$ cat config.mk
export PLATFORM = sky130hd
export DESIGN_NAME = dmem_responder
export DESIGN_NICKNAME = d
export VERILOG_FILES = /design/src/rtl/dmem_responder.sv
export SDC_FILE = /design/constraint.sdc
export NUM_CORES = 1
export LEC_CHECK = 0
export CAP_MARGIN = 5
export CELL_PAD_IN_SITES_DETAIL_PLACEMENT = 1
export CELL_PAD_IN_SITES_GLOBAL_PLACEMENT = 2
export CORE_MARGIN = 5
export CORE_UTILIZATION = 15
export CTS_BUF_LIST = sky130_fd_sc_hd__clkbuf_8
export CTS_CLUSTER_DIAMETER = 150
export DETAILED_ROUTE_END_ITERATION = 7
export HOLD_SLACK_MARGIN = 0.12
export PLACE_DENSITY = 0.86
export SYNTH_ARGS = -nofsm -noshare
export SYNTH_HDL_FRONTEND = slang
export SYNTH_SLANG_ARGS = --single-unit
$ cat constraint.sdc
create_clock -name clk_i -period 2.6 [get_ports clk_i]
set_input_delay 0.78 -clock clk_i [delete_from_list [all_inputs] [get_ports clk_i]]
set_output_delay 0.78 -clock clk_i [all_outputs]
set_load 0.02 [all_outputs]
$ cat src/rtl/dmem_responder.sv
// Data-memory responder: one load/store at a time over valid/ready, store lane
// alignment and byte masks, word SRAM with SRAM_LATENCY read latency.
// Optional macro DMEM_MISALIGN_TRAP_EN turns misaligned HALF/WORD accesses into faults.
module dmem_responder #(
    parameter int SRAM_AW      = 10,
    parameter int SRAM_LATENCY = 1
) (
    input  logic               clk_i,
    input  logic               rst_i,
    input  logic               req_valid_i,
    output logic               req_ready_o,
    input  logic               req_we_i,
    input  logic [31:0]        req_addr_i,
    input  logic [1:0]         req_width_i,
    input  logic [31:0]        req_wdata_i,
    input  logic               hold_i,
    output logic               rsp_valid_o,
    output logic [31:0]        rsp_rdata_o,
    output logic               rsp_err_o,
    output logic               sram_en_o,
    output logic               sram_we_o,
    output logic [3:0]         sram_wmask_o,
    output logic [SRAM_AW-1:0] sram_addr_o,
    output logic [31:0]        sram_wdata_o,
    input  logic [31:0]        sram_rdata_i
);

    typedef enum logic [1:0] {
        W_BYTE    = 2'd0,
        W_HALF    = 2'd1,
        W_WORD    = 2'd2,
        W_ILLEGAL = 2'd3
    } mem_width_t;

    typedef enum logic [1:0] {
        ST_IDLE,
        ST_WAIT,
        ST_RESP
    } state_t;

    state_t      state_q, state_d;
    logic [2:0]  cnt_q, cnt_d;
    logic [31:0] rdata_q, rdata_d;
    logic        err_q, err_d;

    mem_width_t  width;
    logic        range_fault;
    logic        misalign;
    logic        fault;
    logic        accept;
    logic        store_go;

    assign width       = mem_width_t'(req_width_i);
    assign range_fault = |(req_addr_i >> (SRAM_AW + 2));

`ifdef DMEM_MISALIGN_TRAP_EN
    assign misalign = ((width == W_HALF) && req_addr_i[0]) ||
                      ((width == W_WORD) && (req_addr_i[1:0] != 2'b00));
`else
    // Misaligned HALF/WORD are force-aligned: the word address drops addr[1:0]
    // and the lane selection below only looks at the bits that stay meaningful.
    assign misalign = 1'b0;
`endif

    assign fault       = range_fault || (width == W_ILLEGAL) || misalign;
    assign req_ready_o = !rst_i && ((state_q == ST_IDLE) ||
                                    ((state_q == ST_RESP) && !hold_i));
    assign accept      = req_valid_i && req_ready_o;

    assign sram_en_o   = accept && !fault;
    assign store_go    = sram_en_o && req_we_i;
    assign sram_we_o   = store_go;
    assign sram_addr_o = req_addr_i[SRAM_AW+1:2];

    // NOTE: every output of a combinational block gets a default first so no
    // path through the case leaves it unassigned, which would infer a latch.
    always_comb begin
        sram_wdata_o = req_wdata_i;
        sram_wmask_o = 4'b0000;
        case (width)
            W_BYTE: begin
                sram_wdata_o = {4{req_wdata_i[7:0]}};
                sram_wmask_o = 4'b0001 << req_addr_i[1:0];
            end
            W_HALF: begin
                sram_wdata_o = {2{req_wdata_i[15:0]}};
                sram_wmask_o = req_addr_i[1] ? 4'b1100 : 4'b0011;
            end
            W_WORD:  sram_wmask_o = 4'b1111;
            default: sram_wmask_o = 4'b0000;
        endcase
        if (!store_go) begin
            sram_wmask_o = 4'b0000;
        end
    end

    always_comb begin
        state_d = state_q;
        cnt_d   = cnt_q;
        rdata_d = rdata_q;
        err_d   = err_q;

        case (state_q)
            ST_WAIT: begin
                if (cnt_q == 3'd1) begin
                    rdata_d = sram_rdata_i;
                    cnt_d   = 3'd0;
                    state_d = ST_RESP;
                end else begin
                    cnt_d = cnt_q - 3'd1;
                end
            end
            ST_RESP: begin
                if (!hold_i) begin
                    state_d = ST_IDLE;
                end
            end
            default: state_d = state_q;
        endcase

        // A new request overrides the consume path out of RESP.
        if (accept) begin
            err_d   = fault;
            rdata_d = 32'h0;
            if (fault || req_we_i) begin
                state_d = ST_RESP;
            end else begin
                cnt_d   = 3'(SRAM_LATENCY);
                state_d = ST_WAIT;
            end
        end
    end

    // NOTE: state registers use non-blocking assignments so every flop samples
    // its pre-edge inputs regardless of process evaluation order.
    always_ff @(posedge clk_i) begin
        if (rst_i) begin
            state_q <= ST_IDLE;
            cnt_q   <= 3'd0;
            rdata_q <= 32'h0;
            err_q   <= 1'b0;
        end else begin
            state_q <= state_d;
            cnt_q   <= cnt_d;
            rdata_q <= rdata_d;
            err_q   <= err_d;
        end
    end

    assign rsp_valid_o = (state_q == ST_RESP);
    assign rsp_rdata_o = rdata_q;
    assign rsp_err_o   = err_q;

endmodule

# == Yosys cells after proc, flatten, opt, wreduce, memory -nomap -nowiden ==
# Index checks and enable logic that the tools add are counted.
# word_totals
input_bits,103
ff_bits,38
latchBits,0
mem_count,0
elab_cells,45
ramBits,0
mem_bits_ro,0
# classes
magnitude_cmp,0
muxes,13
n_shift,1
bitwise_logic,0
n_eq_ne,8
addsub,1
n_div,0
reduce_logical,18
n_mul,0
# ops
operator,n
$pmux W32 S2,1
$reduce_or A20 Y1,1
$mux W3,4
$pmux W4 S3,1
$mux W2,4
$mux W4,2
$eq A2 B2 Y1 const B,3
$logic_and A1 B1 Y1,5
$eq A2 B1 Y1 const B,2
$logic_not A2 Y1,2
$pmux W2 S2,1
$shl A1 B2 Y4 const A,1
$eq A3 B1 Y1 const B,1
$logic_not A1 Y1,3
$logic_or A1 B1 Y1,3
$ne A3 B2 Y1 const B,1
$ne A3 B3 Y1 const B,1
$reduce_and A3 Y1,1
$reduce_bool A3 Y1,1
$sub A3 B1 Y3 const B,1
$reduce_and A2 Y1,1
$reduce_or A2 Y1,1

# == Longest topological paths before layout ==
# Gate-level depths: netlist (run 1).
# logic_depth
ltp_word,8
depth_mapped,8
depth_no_buf,6

# == Least setup slack after synthesis (run 1) ==
# No wires, ideal clock.
# synth_timing
path_kind,input to output
startpoint,input hold_i
endpoint,output sram_wmask_o[0]
setup_slack_ns,-0.234
stages,4
t_arrival_ns,2.054
cell_sequence,a211oi_4 > nand2_2 > nor3_4 > o2111a_1
# synth_via
elab_chain_cells,8
# synth_rtl
item,line,text
start: declaration,16,"input logic hold_i,"
$logic_not A1 Y1,n/a,
$logic_and A1 B1 Y1,67,((state_q == ST_RESP) && !hold_i));
$logic_or A1 B1 Y1,66,assign req_ready_o = !rst_i && ((state_q == ST_IDLE) ||
$logic_and A1 B1 Y1,66,
$logic_and A1 B1 Y1,68,assign accept = req_valid_i && req_ready_o;
$logic_and A1 B1 Y1,70,assign sram_en_o = accept && !fault;
via sram_en_o,20,"output logic sram_en_o,"
$logic_and A1 B1 Y1,71,assign store_go = sram_en_o && req_we_i;
$mux W4,92,if (!store_go) begin
end: declaration,22,"output logic [3:0] sram_wmask_o,"
# The timed path passes the listed nets, and every way through them passes these cells.

# == Worst setup path after layout (run 1) ==
# layout_timing
startpoint,input req_addr_i[21]
endpoint,output sram_wmask_o[3]
# layout_via
elab_chain_cells,6
# layout_rtl
item,line,text
start: declaration,13,"input logic [31:0] req_addr_i,"
$reduce_or A20 Y1,54,assign range_fault = |(req_addr_i >> (SRAM_AW + 2));
$logic_or A1 B1 Y1,65,assign fault = range_fault || (width == W_ILLEGAL) || misalign;
$logic_not A1 Y1,70,
$logic_and A1 B1 Y1,70,
$logic_and A1 B1 Y1,71,
$mux W4,92,
# Every way passes these cells.

==> results of run 1 <==
==> repair_timing <==
item | in CTS | in global routing
resized for setup | 276 | 22
endpoints found under the setup margin | 39 | 21
endpoints found under the hold margin | 0 | 0
pin swaps | 13 | 3
buffers inserted | 9 | 5
==> synth_stat cells, types with 3 or more instances <==
cell and number:
sky130_fd_sc_hd__nor3_1 3, sky130_fd_sc_hd__nor2_1 5, sky130_fd_sc_hd__buf_2 12, sky130_fd_sc_hd__o21ai_0 8, sky130_fd_sc_hd__inv_1 4, sky130_fd_sc_hd__nor4_2 3, sky130_fd_sc_hd__nand2_1 76, sky130_fd_sc_hd__o2111a_1 3
sky130_fd_sc_hd__mux2i_1 9, sky130_fd_sc_hd__a21oi_1 38, sky130_fd_sc_hd__buf_4 18, sky130_fd_sc_hd__mux2_2 16, sky130_fd_sc_hd__nor2b_1 5, sky130_fd_sc_hd__dfxtp_1 38
==> stage by stage <==
stage	TNS (ns)	cells	util [%]	setup slack (ns)	instance area, um^2
after floorplan	-0.630	260	-	-0.141	2130
after global placement	-26.35	597	28.9	-1.05	4000
after detailed placement	-27.12	597	28.9	-1.11	4000
after CTS	-0.991	614	30.2	-0.199	4180
after global routing	-1.66	616	30.5	-0.319	4220
final	-1.05	616	30.5	-0.222	4220
==> where the power goes <==
part	total (mW)	switching [mW]	internal [mW]
Combinational	0.414	0.174	0.240
Sequential	0.586	0.00173	0.584
Clock	0.504	0.218	0.285
Total	1.50	0.395	1.11
==> how the worst max path moves through the flow <==
stage | cells past startpoint | end | slack [ns]
floorplan | 4 | sram_wmask_o[0] | -0.14
global placement | 6 | sram_wmask_o[3] | -1.05
detailed placement | 6 | sram_wmask_o[3] | -1.11
CTS | 7 | sram_wmask_o[3] | -0.20
global route | 7 | sram_wmask_o[3] | -0.32
finish | 7 | sram_wmask_o[3] | -0.22
==> cells by family after synthesis <==
family          count (synthesis)
mux                            25
buf+inv                        37
simple gates                  104
compound gates                 54
fa+ha+maj                       2
flops                          38
==> final cells by class <==
class	instances	area (um^2)	share of cell area [%]
flip-flops and latches	38	761	18.0
well taps	180	225	5.33
clock buffers	5	68.8	1.63
inverters	4	15.0	0.355
repair buffers	201	1900	45.0
multi-input cells	185	1210	28.6
clock inverters	3	45.0	1.07
==> registers in the layout (all words and copies together) (netlist names) <==
| signal | flops |
|---|---|
| state_q | 2 |
| rsp_err_o | 1 |
| cnt_q | 3 |
| rsp_rdata_o | 32 |
==> tightest hold or removal path: stages, from the launching register on <==
cell and delay [ns]:
sky130_fd_sc_hd__dfxtp_1 0.31, sky130_fd_sc_hd__nand2_1 0.05, sky130_fd_sc_hd__a21oi_1 0.05
==> per-layer routing <==
layer,global-route usage [%],share of wire [%]
met1,11.5,40
met4,2.06,1.1
met5,0,0
met2,18.1,47
met3,4.57,12
==> results by group, run 1 <==
Outcome
  – Result of the run: finished with violations
  – Failing checks: setup timing

Synth
  – Synthesized area per cell: 8.09 um^2
  – Async SR Flop Fraction: 0%
  – Proportion of synthesized area in mux cells: 12.8%
  – Seq/Total Area, Yosys: 36.1%
  – Count of flip-flops with a built-in enable after synthesis: 0
  – Area leader, netlist: sky130_fd_sc_hd__dfxtp_1
  – Predominant post-synthesis flop cell: sky130_fd_sc_hd__dfxtp_1
  – Fraction of the mapped netlist area in compound gates: 15.0%
  – Count of mapped cells out of synthesis: 260
  – Synth warnings: 0
  – Largest family of logic cells by synthesized area: simple AND/OR/NAND/NOR gates
  – Flip-flop and latch count after synthesis: 38
  – Area fraction in and, or, nand and nor cells after synthesis: 24.3%
  – Netlist cell types: 32
  – Syn nets: 365
  – Synth top area share: 36.1%
  – Post-Synth XOR/XNOR Area: 0%
  – Synth area leaders: sky130_fd_sc_hd__dfxtp_1 36%, sky130_fd_sc_hd__nand2_1 14%, sky130_fd_sc_hd__a21oi_1 9.0%, sky130_fd_sc_hd__mux2_2 8.6%, sky130_fd_sc_hd__buf_4 6.4%
  – Area share of fa/ha/maj cells after synthesis: 1.19%
  – Synthesized cell area: 2100 um^2

Job
  – Max-cap violations: 0

Worst setup path
  – Nature of the critical path endpoint: primary output
  – Cell Chain, Critical Path: buf_6, nor4_4, nand4_2, nor3_4, buf_6, o2111a_2, buf_6
  – Worst path most repeated cell: sky130_fd_sc_hd__buf_6
  – Slack of the worst reg-to-reg path: 0.79 ns
  – R2R Path End: state_q[1]
  – Critical path buffer and inverter count: 3
  – Worst setup SP type: input pin
  – Worst EP required: 1.82 ns
  – Startpoint of the worst-slack reg-to-reg timing path: cnt_q[0]
  – Top cell family by delay on the critical path: simple AND/OR/NAND/NOR gates
  – Timing startpoint of the critical path: req_addr_i[21]
  – Standard cell with the maximum stage delay on the critical path: sky130_fd_sc_hd__nor4_4
  – Worst Path Class, Setup: in -> out
  – Critical Path AT: 2.04 ns
  – Top fanout value on the critical path: 4
  – Number of cells on the worst reg-to-reg path: 6
  – Max incr delay on CP: 0.28 ns

STA
  – Final Hold Vio Count: 0
  – PnR worst setup slack: -0.222 ns
  – Setup violation total in the final timing report: 6
  – Max Slew Vio Count: 0
  – Fmax: 0.354 GHz
  – Setup Skew: 0.0113 ns
  – Worst hold slack: 0.456 ns
  – Worst Tran Pin Value: 0.381 ns
  – Ratio of final minimum period to clock period: 109%
  – Post-route minimum period: 2.82 ns
  – Worst rel slew slack: 74.4%
  – Setup repair after global routing missed its margin: yes

Global route
  – First-pass GRT wire length: 13800 um
  – Overall Global Routing Usage: 10.3%
  – Initial antenna violation count: 0
  – Via count of the first global-routing pass: 2777
  – Total overflow reported by the global router: 0
  – Pin count of the biggest net entering global routing: 33

Power
  – Total power density per cell area: 356 nW/um^2
  – Leakage power figure: 1.63 nW
  – Peak VDD IR: 0.168 mV
  – Post-layout power: 1.50 mW

Clock network
  – Clock insertion delay at the later pin of the skew report: 0.29 ns
  – CTS clk-pin slew, worst paths: 0.08 ns
  – Hold-fix buffers, CTS: 0
  – Clk Tree Root Cell: sky130_fd_sc_hd__clkbuf_8
  – # H-tree levels: 2
  – CTS max path bufs: 2
  – Cts bufs inserted: 5
  – Number of sinks on the clock net: 38
  – TritonCTS clock tree: done

Layout
  – Most common cell after layout, fill and taps aside: sky130_fd_sc_hd__clkdlybuf4s50_1
  – Net count, final: 540
  – Diode count: 0
  – Leading cell types in the layout, fill and taps excluded: 100 x sky130_fd_sc_hd__clkdlybuf4s50_1, 74 x sky130_fd_sc_hd__nand2_1, 38 x sky130_fd_sc_hd__a21oi_1, 38 x sky130_fd_sc_hd__dfxtp_1, 33 x sky130_fd_sc_hd__buf_6
  – Layout-stage area growth over the synthesis result: 101%
  – Filler cells: 1613
  – Fraction of layout cells with a size suffix above 1: 30.0%

Drt
  – Number of vias in the routed layout: 2445
  – Count of nets left with antenna violations after detail routing: 0
  – Average wire per cell in the routed design: 14.3 um
  – Average vias per placed instance: 3.97
  – DR pass1 iterations: 4
  – Detailed Route Iter0 Violations: 37
  – Final routed wirelength across all metal layers: 8800 um
  – Number of design rule violations left after detail routing: 0

Hold path
  – Startpoint of the lowest-slack hold path: rsp_rdata_o[20]
  – Cell count of the worst hold path: 2
  – Capture endpoint of the worst hold path: rsp_rdata_o[20]
  – Worst min path class: reg -> reg

Floorplanning
  – Top-level port count: 186
  – Num rows: 43
  – Die span in y: 128 um
  – Starting density of the core: 15.2%
  – Die Outline Area: 16500 um^2
  – Die extent in x: 128 um
  – Core region area: 13800 um^2

Placed design
  – Count of input and output buffers: 165
  – Global placer's final weighted congestion: 0.735
  – Final HPWL from detailed placement: 7060 um
Power figures use the tool's default switching activity.
==> inputs of run 2 (changes only) <==
==> constraint.sdc (replaced) <==
create_clock -name clk_i -period 2.6 [get_ports clk_i]
set_input_delay 0.78 -clock clk_i [delete_from_list [all_inputs] [get_ports clk_i]]
set_output_delay 0.78 -clock clk_i [all_outputs]
set_load 0.01 [all_outputs]
==> results by group, run 2 (synthesized netlist as in run 1, its figures left out) <==
Power
  – Internal power contribution: 1.07 mW (-3.1%)
  – Leakage power figure: 1.57 nW (-4.1%)
  – Peak VDD IR: 0.153 mV (-8.7%)
  – Fraction of power spent switching nets: 24.6% (-1.7 points)
  – Combinational power share: 24.1% (-3.4 points)
  – Net load switching power: 0.350 mW (-11%)
  – Portion of total power attributed to sequential cells: 41.1% (+2.1 points)
  – Clock share of power: 34.8% (+1.3 points)
  – Total power density per cell area: 354 nW/um^2 (-0.48%)

Clock network
  – Number of sinks on the clock net: 38 (unchanged)
  – Cts bufs inserted: 5 (unchanged)
  – # H-tree levels: 2 (unchanged)
  – Hold-fix buffers, CTS: 0 (unchanged)
  – CTS clk-pin slew, worst paths: 0.08 ns (about the same)
  – CTS max path bufs: 2 (unchanged)
  – Clk Tree Root Cell: sky130_fd_sc_hd__clkbuf_8
  – Clock insertion delay at the later pin of the skew report: 0.29 ns (about the same)
  – TritonCTS clock tree: done

STA
  – Fmax: 0.351 GHz (-0.95%)
  – Post-route minimum period: 2.85 ns (+0.0270 ns)
  – Ratio of final minimum period to clock period: 110% (+1.0 points)
  – Max Slew Vio Count: 0 (unchanged)
  – Setup Skew: 0.0114 ns (+0.0000567 ns)
  – Setup repair after global routing missed its margin: yes
  – Setup violation total in the final timing report: 6 (unchanged)
  – Final TNS setup: -0.734 ns (+0.316 ns)
  – Worst hold slack: 0.454 ns (-0.00220 ns)
  – Worst rel slew slack: 63.1% (-11 points)
  – Worst Tran Pin Value: 0.554 ns (+0.173 ns)
  – PnR worst setup slack: -0.249 ns (-0.0270 ns)
  – Final Hold Vio Count: 0 (unchanged)

Layout
  – Layout-stage area growth over the synthesis result: 91.1%
  – Most common cell after layout, fill and taps aside: sky130_fd_sc_hd__clkdlybuf4s50_1
  – Filler cells: 1652 (+2.4%)
  – Leading cell types in the layout, fill and taps excluded: 99 x sky130_fd_sc_hd__clkdlybuf4s50_1, 75 x sky130_fd_sc_hd__nand2_1, 38 x sky130_fd_sc_hd__a21oi_1, 38 x sky130_fd_sc_hd__dfxtp_1, 25 x sky130_fd_sc_hd__buf_4
  – Fraction of layout cells with a size suffix above 1: 25.8% (-4.2 points)
  – Diode count: 0 (unchanged)
  – Max reg flops: 32 (unchanged)
  – Net count, final: 534 (-1.1%)

Worst setup path
  – Slack of the worst reg-to-reg path: 0.78 ns (about the same)
  – Worst setup SP type: input pin
  – Top fanout value on the critical path: 6 (+2)
  – Critical Path AT: 2.07 ns (+0.03 ns)
  – Worst EP required: 1.82 ns (about the same)
  – Worst Path Class, Setup: in -> out
  – Nature of the critical path endpoint: primary output

Outcome
  – Failing checks: setup timing
  – Result of the run: finished with violations

Global route
  – Via count of the first global-routing pass: 2777 (unchanged)
  – Initial antenna violation count: 0 (unchanged)
  – First-pass GRT wire length: 13300 um (-3.9%)
  – Overall Global Routing Usage: 9.96% (-0.32 points)
  – Pin count of the biggest net entering global routing: 24 (-27%)
  – Total overflow reported by the global router: 0 (unchanged)

Hold path
  – Worst min path class: reg -> reg

Drt
  – Final routed wirelength across all metal layers: 8630 um (-2.0%)
  – DR pass1 iterations: 3 (-1)
  – Number of vias in the routed layout: 2446 (+0.041%)
  – Detailed Route Iter0 Violations: 52 (+41%)
  – Average wire per cell in the routed design: 14.1 um (-1.1%)
  – Number of design rule violations left after detail routing: 0 (unchanged)
  – Average vias per placed instance: 4.01 (+1.0%)
  – Count of nets left with antenna violations after detail routing: 0 (unchanged)

Floorplanning
  – Die extent in x: 128 um (unchanged)
  – Num rows: 43 (unchanged)
  – Top-level port count: 186 (unchanged)
  – Core region area: 13800 um^2 (unchanged)
  – Starting density of the core: 15.2% (unchanged)
  – Die span in y: 128 um (unchanged)
  – Die Outline Area: 16500 um^2 (unchanged)

Placed design
  – Count of input and output buffers: 165 (unchanged)
  – Global placer's final weighted congestion: 0.794 (+8.0%)
  – Final HPWL from detailed placement: 7170 um (+1.6%)

Job
  – Max-cap violations: 0 (unchanged)
==> run 2: worst paths after layout <==
| kind | from | to | depth (start not counted) |
|---|---|---|---|
| worst max-delay path | req_addr_i[21] | sram_wmask_o[0] | 7 |
| worst min register to register | rsp_rdata_o[20] | rsp_rdata_o[20] | 2 |
| worst min-delay path | rsp_rdata_o[20] | rsp_rdata_o[20] | 2 |
| worst max register to register | cnt_q[1] | rsp_rdata_o[11] | 7 |
==> run 2: metrics by stage <==
stage	instances	instance area (um^2)	util, %	total power, mW	setup slack (ns)
final	610	4020	29.1	1.42	-0.249
after global routing	610	4020	29.1	1.51	-0.342
after CTS	610	4050	29.3	1.47	-0.251
after detailed placement	594	3970	28.7	0.974	-1.03
after global placement	594	3970	28.7	0.971	-1.01
after floorplan	260	2120	-	0.721	-0.00123
==> run 2: metal layers <==
layer	vias up	GRT usage [%]	part of all wire [%]	wire length [um]
met5	-	0	0	0
met4	0	2.12	0.79	68
met3	4	4.86	12	1040
met2	138	18.0	48	4130
met1	1111	10.4	39	3390
li1	1193	-	-	-
==> run 2: cell type report <==
type	instances	area [um^2]	share of cell area, %
Timing Repair Buffer	195	1740	43.2
Tap cell	180	225	5.60
Sequential cell	38	761	18.9
Inverter	4	15.0	0.373
Clock buffer	5	68.8	1.71
Multi-Input combinational cell	185	1170	29.2
Clock inverter	3	40.0	0.995
==> run 2: power by group through the flow <==
stage | combinational [mW] | clock, mW | sequential, mW
2_1_floorplan | 0.121 | 0 | 0.600
3_3_place_gp | 0.372 | 0 | 0.599
3_5_place_dp | 0.375 | 0 | 0.600
4_1_cts | 0.353 | 0.535 | 0.586
5_1_grt | 0.370 | 0.549 | 0.587
6_report | 0.343 | 0.496 | 0.586
==> run 2: what timing repair did <==
item                                    CTS  global route
endpoints found under the setup margin   39            20
cloned                                    1             0
buffers inserted                          7             0
gates resized for setup                 190            28
pin swaps                                16             8
==> run 2: critical path, cell delays in order <==
cell	delay (ns)
sky130_fd_sc_hd__buf_6	0.10
sky130_fd_sc_hd__nor4_4	0.28
sky130_fd_sc_hd__nand4_2	0.17
sky130_fd_sc_hd__nor3_4	0.25
sky130_fd_sc_hd__buf_4	0.16
sky130_fd_sc_hd__o2111a_1	0.19
sky130_fd_sc_hd__buf_2	0.14
